### config.mk
export PLATFORM = sky130hd
export DESIGN_NAME = i3_rr_wr_arbiter
export DESIGN_NICKNAME = d
export VERILOG_FILES = /design/src/rtl/i3_rr_wr_arbiter.sv
export SDC_FILE = /design/constraint.sdc
export NUM_CORES = 1
export LEC_CHECK = 0
export CAP_MARGIN = 20
export CORE_ASPECT_RATIO = 1.2
export CORE_MARGIN = 2
export CORE_UTILIZATION = 30
export DETAILED_ROUTE_END_ITERATION = 10
export GPL_ROUTABILITY_DRIVEN = 1
export PLACE_DENSITY = 0.55
export SYNTH_ARGS = -nofsm -noshare
export SYNTH_HDL_FRONTEND = slang
export SYNTH_SLANG_ARGS = --single-unit
### constraint.sdc
create_clock -name clk -period 2.6 [get_ports clk]
set_input_delay 0.78 -clock clk [delete_from_list [all_inputs] [get_ports clk]]
set_output_delay 0.78 -clock clk [all_outputs]
set_load 0.02 [all_outputs]
### src/rtl/i3_rr_wr_arbiter.sv
// Three-port round-robin write arbiter feeding one FIFO. A port wins only when its
// head flit matches HEAD; the winner then owns the FIFO for PKT_LEN written flits.
module i3_rr_wr_arbiter #(
   parameter logic [2:0]  HEAD    = 3'b000,
   parameter int unsigned PKT_LEN = 4
) (
   input  logic       clk,
   input  logic       rst,
   input  logic       input_req1,
   input  logic       input_req2,
   input  logic       input_req3,
   input  logic [2:0] head1,
   input  logic [2:0] head2,
   input  logic [2:0] head3,
   input  logic       FIFO_full,
   output logic       input_bussy1,
   output logic       input_bussy2,
   output logic       input_bussy3,
   output logic       FIFO_wr,
   output logic [1:0] select,
   output logic       pkt_done
);

   typedef enum logic {StIdle, StLock} state_t;

   localparam logic [3:0] LAST_CNT = 4'(PKT_LEN - 1);

   state_t     r_state, w_nxt_state;
   logic [1:0] r_grant, w_nxt_grant;   // 0 = none, 1..3 = port
   logic [1:0] r_ptr,   w_nxt_ptr;     // round-robin start port, 1..3
   logic [3:0] r_cnt,   w_nxt_cnt;     // flits written in current packet

   logic [3:1] w_elig;
   logic [3:1] w_busy;
   logic [1:0] w_winner;
   logic       w_req_g;
   logic       w_wr;
   logic       w_done;
   logic [1:0] w_sel;

   // Port eligibility: valid flit carrying the accepted packet-class head code.
   always_comb begin
      w_elig[1] = input_req1 & (head1 == HEAD);
      w_elig[2] = input_req2 & (head2 == HEAD);
      w_elig[3] = input_req3 & (head3 == HEAD);
   end

   // Round-robin search starting at the pointer port; 0 means nobody eligible.
   always_comb begin
      w_winner = 2'd0;
      unique case (r_ptr)
         2'd2: begin
            if      (w_elig[2]) w_winner = 2'd2;
            else if (w_elig[3]) w_winner = 2'd3;
            else if (w_elig[1]) w_winner = 2'd1;
         end
         2'd3: begin
            if      (w_elig[3]) w_winner = 2'd3;
            else if (w_elig[1]) w_winner = 2'd1;
            else if (w_elig[2]) w_winner = 2'd2;
         end
         default: begin
            if      (w_elig[1]) w_winner = 2'd1;
            else if (w_elig[2]) w_winner = 2'd2;
            else if (w_elig[3]) w_winner = 2'd3;
         end
      endcase
   end

   // Request of the currently granted port.
   always_comb begin
      w_req_g = 1'b0;
      unique case (r_grant)
         2'd1:    w_req_g = input_req1;
         2'd2:    w_req_g = input_req2;
         2'd3:    w_req_g = input_req3;
         default: w_req_g = 1'b0;
      endcase
   end

   // Next-state and output decode; only the granted port is ever released from busy.
   always_comb begin
      w_nxt_state = r_state;
      w_nxt_grant = r_grant;
      w_nxt_ptr   = r_ptr;
      w_nxt_cnt   = r_cnt;
      w_sel       = 2'd0;
      w_wr        = 1'b0;
      w_busy      = 3'b111;
      w_done      = 1'b0;
      unique case (r_state)
         StIdle: begin
            // Arbitration-cycle flit is refused; the source holds it for next cycle.
            if (w_winner != 2'd0) begin
               w_nxt_state = StLock;
               w_nxt_grant = w_winner;
               w_nxt_cnt   = 4'd0;
            end
         end
         StLock: begin
            w_sel = r_grant;
            w_wr  = w_req_g & ~FIFO_full;
            unique case (r_grant)
               2'd1:    w_busy[1] = FIFO_full;
               2'd2:    w_busy[2] = FIFO_full;
               2'd3:    w_busy[3] = FIFO_full;
               default: w_busy    = 3'b111;
            endcase
            if (w_wr) begin
               if (r_cnt == LAST_CNT) begin
                  w_done      = 1'b1;
                  w_nxt_state = StIdle;
                  w_nxt_ptr   = (r_grant == 2'd3) ? 2'd1 : r_grant + 2'd1;
                  w_nxt_grant = 2'd0;
                  w_nxt_cnt   = 4'd0;
               end else begin
                  w_nxt_cnt = r_cnt + 4'd1;
               end
            end
         end
         default: w_nxt_state = StIdle;
      endcase
   end

   // Output port mapping.
   always_comb begin
      select       = w_sel;
      FIFO_wr      = w_wr;
      pkt_done     = w_done;
      input_bussy1 = w_busy[1];
      input_bussy2 = w_busy[2];
      input_bussy3 = w_busy[3];
   end

   // State registers; reset abandons any packet in flight.
   always_ff @(posedge clk or posedge rst) begin
      if (rst) begin
         r_state <= StIdle;
         r_grant <= 2'd0;
         r_ptr   <= 2'd1;
         r_cnt   <= 4'd0;
      end else begin
         r_state <= w_nxt_state;
         r_grant <= w_nxt_grant;
         r_ptr   <= w_nxt_ptr;
         r_cnt   <= w_nxt_cnt;
      end
   end

endmodule

* Word level (Yosys, flattened, before mapping)
Cells that the tools add are included.
** Operators by class
- Bitwise logic cells :: 6
- Add/subtract/negate cells :: 2
- Equality and inequality tests :: 9
- Muxes and demuxes :: 33
- Reduce and logical (&&, ||, !) cells :: 7
** Operators with widths (count)
- 2-bit 2-to-1 mux :: 13
- 4-bit 2-to-1 mux :: 3
- 1-bit 2-to-1 mux :: 11
- 3-bit zero test :: 3
- 2-bit equality test, second input constant :: 4
- 2-bit one-hot mux with 2 select lines :: 2
- 4-bit one-hot mux with 2 select lines :: 1
- 3-bit AND reduction :: 2
- 4-bit by 1-bit adder with 4-bit output, second input constant :: 1
- 1-bit AND :: 4
- 4-bit by 2-bit equality test with 1-bit output, second input constant :: 1
- 2-bit by 1-bit inequality test with 1-bit output, second input constant :: 2
- 3-bit 2-to-1 mux :: 1
- 1-bit one-hot mux with 3 select lines :: 1
- 2-bit by 1-bit adder with 2-bit output, second input constant :: 1
- 2-bit by 1-bit equality test with 1-bit output, second input constant :: 1
- 2-bit inequality test, second input constant :: 1
- 1-bit inverter :: 2
- 1-bit one-hot mux with 2 select lines :: 1
- 2-bit AND reduction :: 1
- 2-bit nonzero test :: 1
** Word-level totals
- Word-level logic and storage cells :: 61
- Bits in registers :: 9
- Input bits :: 15
- Output and inout port bits :: 7

* Longest topological paths before layout
Gate-level depths: netlist (run 1).
- Depth after elaboration :: 9
- Gate-level depth with buffers :: 8
- Depth with buffers taken out :: 7

* Worst setup path before layout (run 1)
Ideal clock, no wire load.
- Kind :: in2out
- From :: input port FIFO_full
- To :: output port pkt_done
- Data required time :: 1.820 ns
- Path slack :: 0.087 ns
- Buffers on the path :: 0
- Arrival :: 1.733 ns
- Stages on the path :: 3
- Cells stage by stage :: or3b_1 or3_4 inv_1
** On the way
- Word-level cells in the longest chain between the ends :: 4
** Ends and longest elaborated chain
- start: declaration :: RTL line 15 : input logic FIFO_full,
- 1-bit inverter :: RTL line 102 : w_wr = w_req_g & ~FIFO_full;
- 1-bit AND :: RTL line 102
- 1-bit 2-to-1 mux :: RTL line 109 : if (w_wr) begin
- 1-bit 2-to-1 mux :: RTL line 91 : unique case (r_state)
- end: declaration :: RTL line 21 : output logic pkt_done
Every way passes these cells.

* Worst setup path in the final report (run 1)
Same ends and word-level chain as after synthesis.

==> impl_metrics.csv, run 1 <==
group,metric,value,unit
synthesis,synthArstFlopShare,100,%
critical_path,critPathCapture,"pkt_done",
cts,cts_htree_levels,1,
final_layout,fin_nets,135,
sta,fin_tns_setup,0,ns
run,maxCapViolCount,0,
outcome,status,"completed",
sta,tightest_slew,0.391,ns
global_route,busiest_layer,"met2",
synthesis,ys_seq_area_share,38.6,%
synthesis,synthFlopType,"dfrtp_1",
global_route,antenna_found_initial,0,
critical_path,end_kind,"output pin",
critical_path,r2r_end,"r_ptr[1]",
pwr,ir_drop,0.000270,V
sta,hold_viol,0,
floorplanning,die_w,44.4,um
final_layout,syn_to_final_growth,79.7,%
final_layout,fin_area,1050,um^2
global_route,grt_overflow,0,
drt,drt_iter0_markers,17,
drt,ant_nets,0,
global_route,met1_usage,17.7,%
cts,insertion_delay,0.28,ns
pwr,p_per_area,428,nW/um^2
synthesis,yosysWarnings,0,
sta,slew_headroom,73.5,%
synthesis,syn_area,587,um^2
critical_path,reg2reg_slack,0.70,ns
sta,setup_viol,0,
placement,gp_congestion,0.839,
synthesis,ys_top_cells_by_area,"dfrtp_1, ha_1, nand2_1",
drt,drt_pass1_iterations,4,
floorplanning,core,1850,um^2
sta,fmaxAchievable,389,MHz
floorplanning,rows,17,
critical_path,critPathLaunch,"FIFO_full",
drt,routed_wl,1.77,mm
floorplanning,fp.dieArea,2330,um^2
final_layout,diodes,0,
cts,tritoncts,"built",
cts,cts_sinks,9,
global_route,grt_pass1_vias,692,
global_route,grt_max_degree,10,
floorplanning,die_h,52.5,um
synthesis,syn_nets,86,
synthesis,yosys.area.top_type_share,34.1,%
cts,root_buffer,"clkbuf_4",
floorplanning,io_pins,22,
synthesis,synth_common_cells,"nand2_1, dfrtp_1, ha_1, inv_1",
synthesis,syn_inst,66,
critical_path,worstSetupPathType,"input port to output pin",
sta,slew_viol_final,0,
placement,hpwl,1.34,mm
critical_path,worstSetupStartpointType,"input port",
synthesis,netlist-cell-type-count,28,
min_path,worstHoldPathType,"register to register",
floorplanning,start_util,31.7,%
sta,post-route-min-period,2.57,ns
synthesis,yosysMostFrequentCell,"nand2_1",
cts,cts-hold-fix-buffers,0,
final_layout,drive_above_1_share,36.8,%
global_route,met2_usage,30.9,%
synthesis,syn_avg_cell_area,8.89,um^2
drt,route.vias.total,657,
sta,finClkSkew,0.00762,ns
synthesis,synth_top_area_cell,"dfrtp_1",
drt,via_per_inst,4.94,
critical_path,arrival,1.79,ns
global_route,grt_pass1_wl,2.77,mm
critical_path,r2r-start,"r_cnt[1]",
global_route,met3_usage,2.07,%
synthesis,synth-edff-count,0,
drt,wl_per_cell,13.3,um
global_route,track_usage,17.1,%
placement,io_buffer_count,21,
final_layout,fillCellCount,183,
cts,cts_made_buffers,3,
drt,drc,0,
sta,fin_crit_sh,99.0,%
placement,dpl_cell_area,973,um^2
synthesis,synth_seq_cells,9,
critical_path,crit_required,1.82,ns
cts,clockBufferDepth,2,
critical_path,crit_fanout,2,
cts,clk_pin_slew,0.06,ns
pwr,p_leak,0.496,nW
critical_path,reg2reg_depth,5,
logic make-up (layout without fill, tap and decap cells):
logic type / count (synthesis) / in the layout / share of synthesized area [%]
AO/OA/AOI/OAI: 11 / 11 / 13.0
adder cells (fa/ha/maj): 5 / 5 / 10.7
buffers and inverters: 7 / 55 / 4.69
flip-flops: 9 / 9 / 38.6
multiplexers: 1 / 1 / 2.56
AND/OR/NAND/NOR: 33 / 33 / 30.5
power by group:
| part | leakage [nW] | total, mW | internal, mW | switching [mW] |
|---|---|---|---|---|
| logic | 0.383 | 0.167 | 0.0993 | 0.0678 |
| registers | 0.0986 | 0.168 | 0.157 | 0.0106 |
| clock network | 0.0150 | 0.116 | 0.0595 | 0.0569 |
| total | 0.496 | 0.451 | 0.316 | 0.135 |
critical path, stage by stage:
cell and delay [ns]:
buf_6 0.09, or3b_1 0.39, or3_4 0.35, inv_2 0.07, buf_6 0.11
registers in the layout, summed over array words and instances (netlist names):
name,cells
r_cnt,4
r_grant,2
r_ptr,2
r_state,1
worst min path at each step:
stage                        start        to  slack, ns  cells after the start
after global placement    r_ptr[0]  r_ptr[0]       0.48                      2
after detailed placement  r_ptr[0]  r_ptr[0]       0.48                      2
final                     r_ptr[0]  r_ptr[0]       0.49                      2
after CTS                 r_ptr[0]  r_ptr[0]       0.49                      2
after global routing      r_ptr[0]  r_ptr[0]       0.56                      2
after floorplan           r_ptr[0]  r_ptr[0]       0.46                      2
through the flow:
step           hold WS, ns  std cells  util [%]  setup WS (ns)  power (mW)
5_1_grt              0.556        133      57.0       -0.00569       0.478
6_report             0.486        133      57.0         0.0270       0.451
4_1_cts              0.489        131      54.5       0.000656       0.434
2_1_floorplan        0.465         66         -         0.0870       0.231
3_3_place_gp         0.478        126      52.6         -0.844       0.314
3_5_place_dp         0.480        126      52.6         -0.834       0.315
per-layer routing:
layer  routed length (um)  share of wire (%)
met1                  694                 39
met2                  889                 50
met3                  131                7.4
met4                   49                2.8
met5                    0                  0
final cells by class:
class	count	area [um^2]	area share, %
clock buffer	4	26.3	2.49
inverter	6	22.5	2.14
multi-input combinational	50	355	33.7
sequential	9	226	21.5
tap	19	23.8	2.25
timing repair buffer	45	400	38.0
timing repair:
item / 4_1_cts / 5_1_grt
resized for setup: 23 / 10
pin swaps: 4 / 5
setup endpoints to repair: 5 / 4
setup buffers: 1 / 2
cells in the final DEF, fill, tap and decap left out, types with 2 or more instances in the layout:
master | Yosys | routed
buf_4 | 0 | 23
nand2_1 | 13 | 13
clkdlybuf4s50_1 | 0 | 13
dfrtp_1 | 8 | 8
inv_2 | 1 | 4
nor2_1 | 4 | 4
nand3_1 | 4 | 4
buf_6 | 0 | 4
nor4b_1 | 3 | 3
ha_2 | 0 | 3
clkbuf_4 | 0 | 3
o21ai_0 | 2 | 2
inv_1 | 5 | 2
a21oi_1 | 2 | 2
dlygate4sd2_1 | 0 | 2
dlymetal6s2s_1 | 0 | 2
Power figures use the tool's default switching activity.
==> run 2: changes to the inputs <==
Settings changed: CAP_MARGIN 20 to unset, GPL_TIMING_DRIVEN set to 1.
==> results of run 2 <==
No change in the layout: final DEF, timing and power equal those of run 1.
==> run 3: changes to the inputs <==
--- a/config.mk
+++ b/config.mk
@@ -8,3 +8,2 @@
 export CORE_ASPECT_RATIO = 1.2
-export CORE_MARGIN = 2
 export CORE_UTILIZATION = 30
==> constraint.sdc (replaced) <==
create_clock -name clk -period 2.6 [get_ports clk]
set_input_delay 0.65 -clock clk [delete_from_list [all_inputs] [get_ports clk]]
set_output_delay 0.65 -clock clk [all_outputs]
set_load 0.02 [all_outputs]
==> run 3 against run 2 <==
Via count down 7.3%; fmax up 2.6%; global-route usage down 1.3 points; combinational power down 20%; first-iteration DRC count down 29%; count of clock-buffer cells in the layout unchanged; die area down 8.1%; power down 10%; design area down 10%; non-clock buffer count down 9; clock power down 11%; largest cell class is now multi-input gates.
==> impl_metrics.csv, run 3 (synthesized netlist as in run 1, its figures left out) <==
group,metric,value,unit
outcome,status,"completed",
drt,routed_wl,1.49,mm
sta,rsz0062_at_grt,"false",
cts,cts_htree_levels,1,
drt,route.vias.total,609,
final_layout,diodes,0,
drt,ant_nets,0,
pwr,ir_drop,0.000293,V
sta,fmaxAchievable,399,MHz
min_path,worstHoldEndpoint,"r_ptr[0]",
final_layout,drive_above_1_share,23.8,%
final_layout,reg_top3,"r_cnt (4), r_grant (2), r_ptr (2)",
placement,io_buffer_count,21,
drt,drc,0,
min_path,hold_depth,2,
run,maxCapViolCount,0,
final_layout,top_register,"r_cnt",
critical_path,reg2reg_slack,0.72,ns
drt,drt_iter0_markers,12,
cts,insertion_delay,0.25,ns
cts,post_cts_buffers,0,
drt,drt_pass1_iterations,4,
critical_path,end_kind,"output pin",
cts,cts_made_buffers,3,
final_layout,mostFrequentLayoutCells,"clkdlybuf4s50_1, buf_4, nand2_1",
drt,via_per_inst,4.91,
global_route,grt_overflow,0,
drt,wl_per_cell,12.0,um
final_layout,fin_nets,126,
critical_path,crit_chain,"clkdlybuf4s50_1, a222oi_1, or2_1, inv_2, buf_2",
final_layout,syn_to_final_growth,61.8,%
sta,finClkSkew,0.00374,ns
critical_path,reg2reg_depth,5,
critical_path,cpPeakStageDelay,0.42,ns
sta,fin_crit_sh,96.5,%
sta,slew_viol_final,0,
floorplanning,io_pins,22,
placement,dpl_cell_area,928,um^2
cts,clk_pin_slew,0.06,ns
final_layout,fillCellCount,182,
critical_path,crit_fanout,2,
floorplanning,die_w,42.4,um
placement,gp_congestion,0.701,
global_route,grt_pass1_wl,2.50,mm
sta,setup_viol,0,
sta,tightest_slew,0.517,ns
final_layout,largest_register_ffs,4,
critical_path,worst_path_max_delay_cell,"clkdlybuf4s50_1",
cts,root_buffer,"clkbuf_4",
min_path,worstHoldPathType,"register to register",
min_path,min_from,"r_ptr[0]",
floorplanning,start_util,32.1,%
global_route,antenna_found_initial,0,
critical_path,worstSetupStartpointType,"input port",
sta,hold_viol,0,
sta,holdWs,0.505,ns
global_route,track_usage,15.8,%
cts,clockBufferDepth,2,
final_layout,layout_commonest_cell,"clkdlybuf4s50_1",
sta,post-route-min-period,2.51,ns
floorplanning,rows,17,
critical_path,r2r-start,"r_cnt[1]",
global_route,grt_pass1_vias,621,
cts,tritoncts,"built",
global_route,grt_max_degree,10,
pwr,p_per_area,426,nW/um^2
placement,hpwl,1.26,mm
cts,cts_sinks,9,
final_layout,fin_area,950,um^2
critical_path,worstSetupPathType,"input port to output pin",
critical_path,arrival,1.86,ns
sta,slew_headroom,65.0,%
floorplanning,fp.dieArea,2140,um^2
floorplanning,die_h,50.5,um
floorplanning,core,1830,um^2
cts,cts-hold-fix-buffers,0,
critical_path,crit_required,1.95,ns
critical_path,r2r_end,"r_ptr[1]",
pwr,p_leak,0.447,nW
[run 3: cell types whose count changed in the layout (fill, tap and decap cells not counted), sizes merged]
| cell | change |
|---|---|
| buf | -10 |
| clkdlybuf4s50 | +5 |
| dlymetal6s2s | -2 |
| clkdlybuf4s15 | -1 |
| dlygate4sd2 | -1 |
[run 3: repair_timing]
action                                 CTS  global route
setup endpoints to repair                2             0
endpoints found under the hold margin    0             0
gates resized for setup                 12             0
[run 3: cell type report]
cell class,count,area [um^2],area share (%)
multi-input combinational,50,333,35.0
timing repair buffer,36,318,33.5
sequential,9,226,23.8
inverter,6,22.5,2.37
clock buffer,4,26.3,2.77
tap,19,23.8,2.50
[run 3: power breakdown]
| group | internal (mW) | switching, mW | total, mW |
|---|---|---|---|
| clock network | 0.0588 | 0.0442 | 0.103 |
| registers | 0.157 | 0.0117 | 0.169 |
| logic | 0.0758 | 0.0568 | 0.133 |
[run 3: critical path, delay by kind of cell]
family	cells	cell delay (ns)
simple gates	1	0.20
compound gates	1	0.40
buf+inv	3	0.61
[run 3: how the worst max path moves through the flow]
| stage | start | to | slack, ns | cells past startpoint |
|---|---|---|---|---|
| 3_3_place_gp | FIFO_full | pkt_done | -0.57 | 5 |
| 3_5_place_dp | FIFO_full | pkt_done | -0.57 | 5 |
| 2_1_floorplan | FIFO_full | pkt_done | 0.35 | 3 |
| 4_1_cts | input_req2 | FIFO_wr | 0.07 | 5 |
| 5_1_grt | input_req2 | FIFO_wr | 0.01 | 5 |
| 6_report | input_req2 | FIFO_wr | 0.09 | 5 |
[run 3: stage by stage]
step / setup TNS [ns] / instances / power, mW / util, % / setup slack, ns
2_1_floorplan: 0 / 66 / 0.231 / - / 0.347
3_3_place_gp: -0.978 / 120 / 0.306 / 50.8 / -0.569
3_5_place_dp: -0.971 / 120 / 0.307 / 50.8 / -0.569
4_1_cts: 0 / 124 / 0.413 / 51.9 / 0.0728
5_1_grt: 0 / 124 / 0.437 / 51.9 / 0.00981
6_report: 0 / 124 / 0.404 / 51.9 / 0.0914
[run 3: layer usage]
layer	global-route usage, %	wire, um	up-vias
met2	29.2	767	22
met4	9.38	8	0
met1	16.3	601	270
met3	2.52	111	2
li1	-	-	315
met5	0	0	-
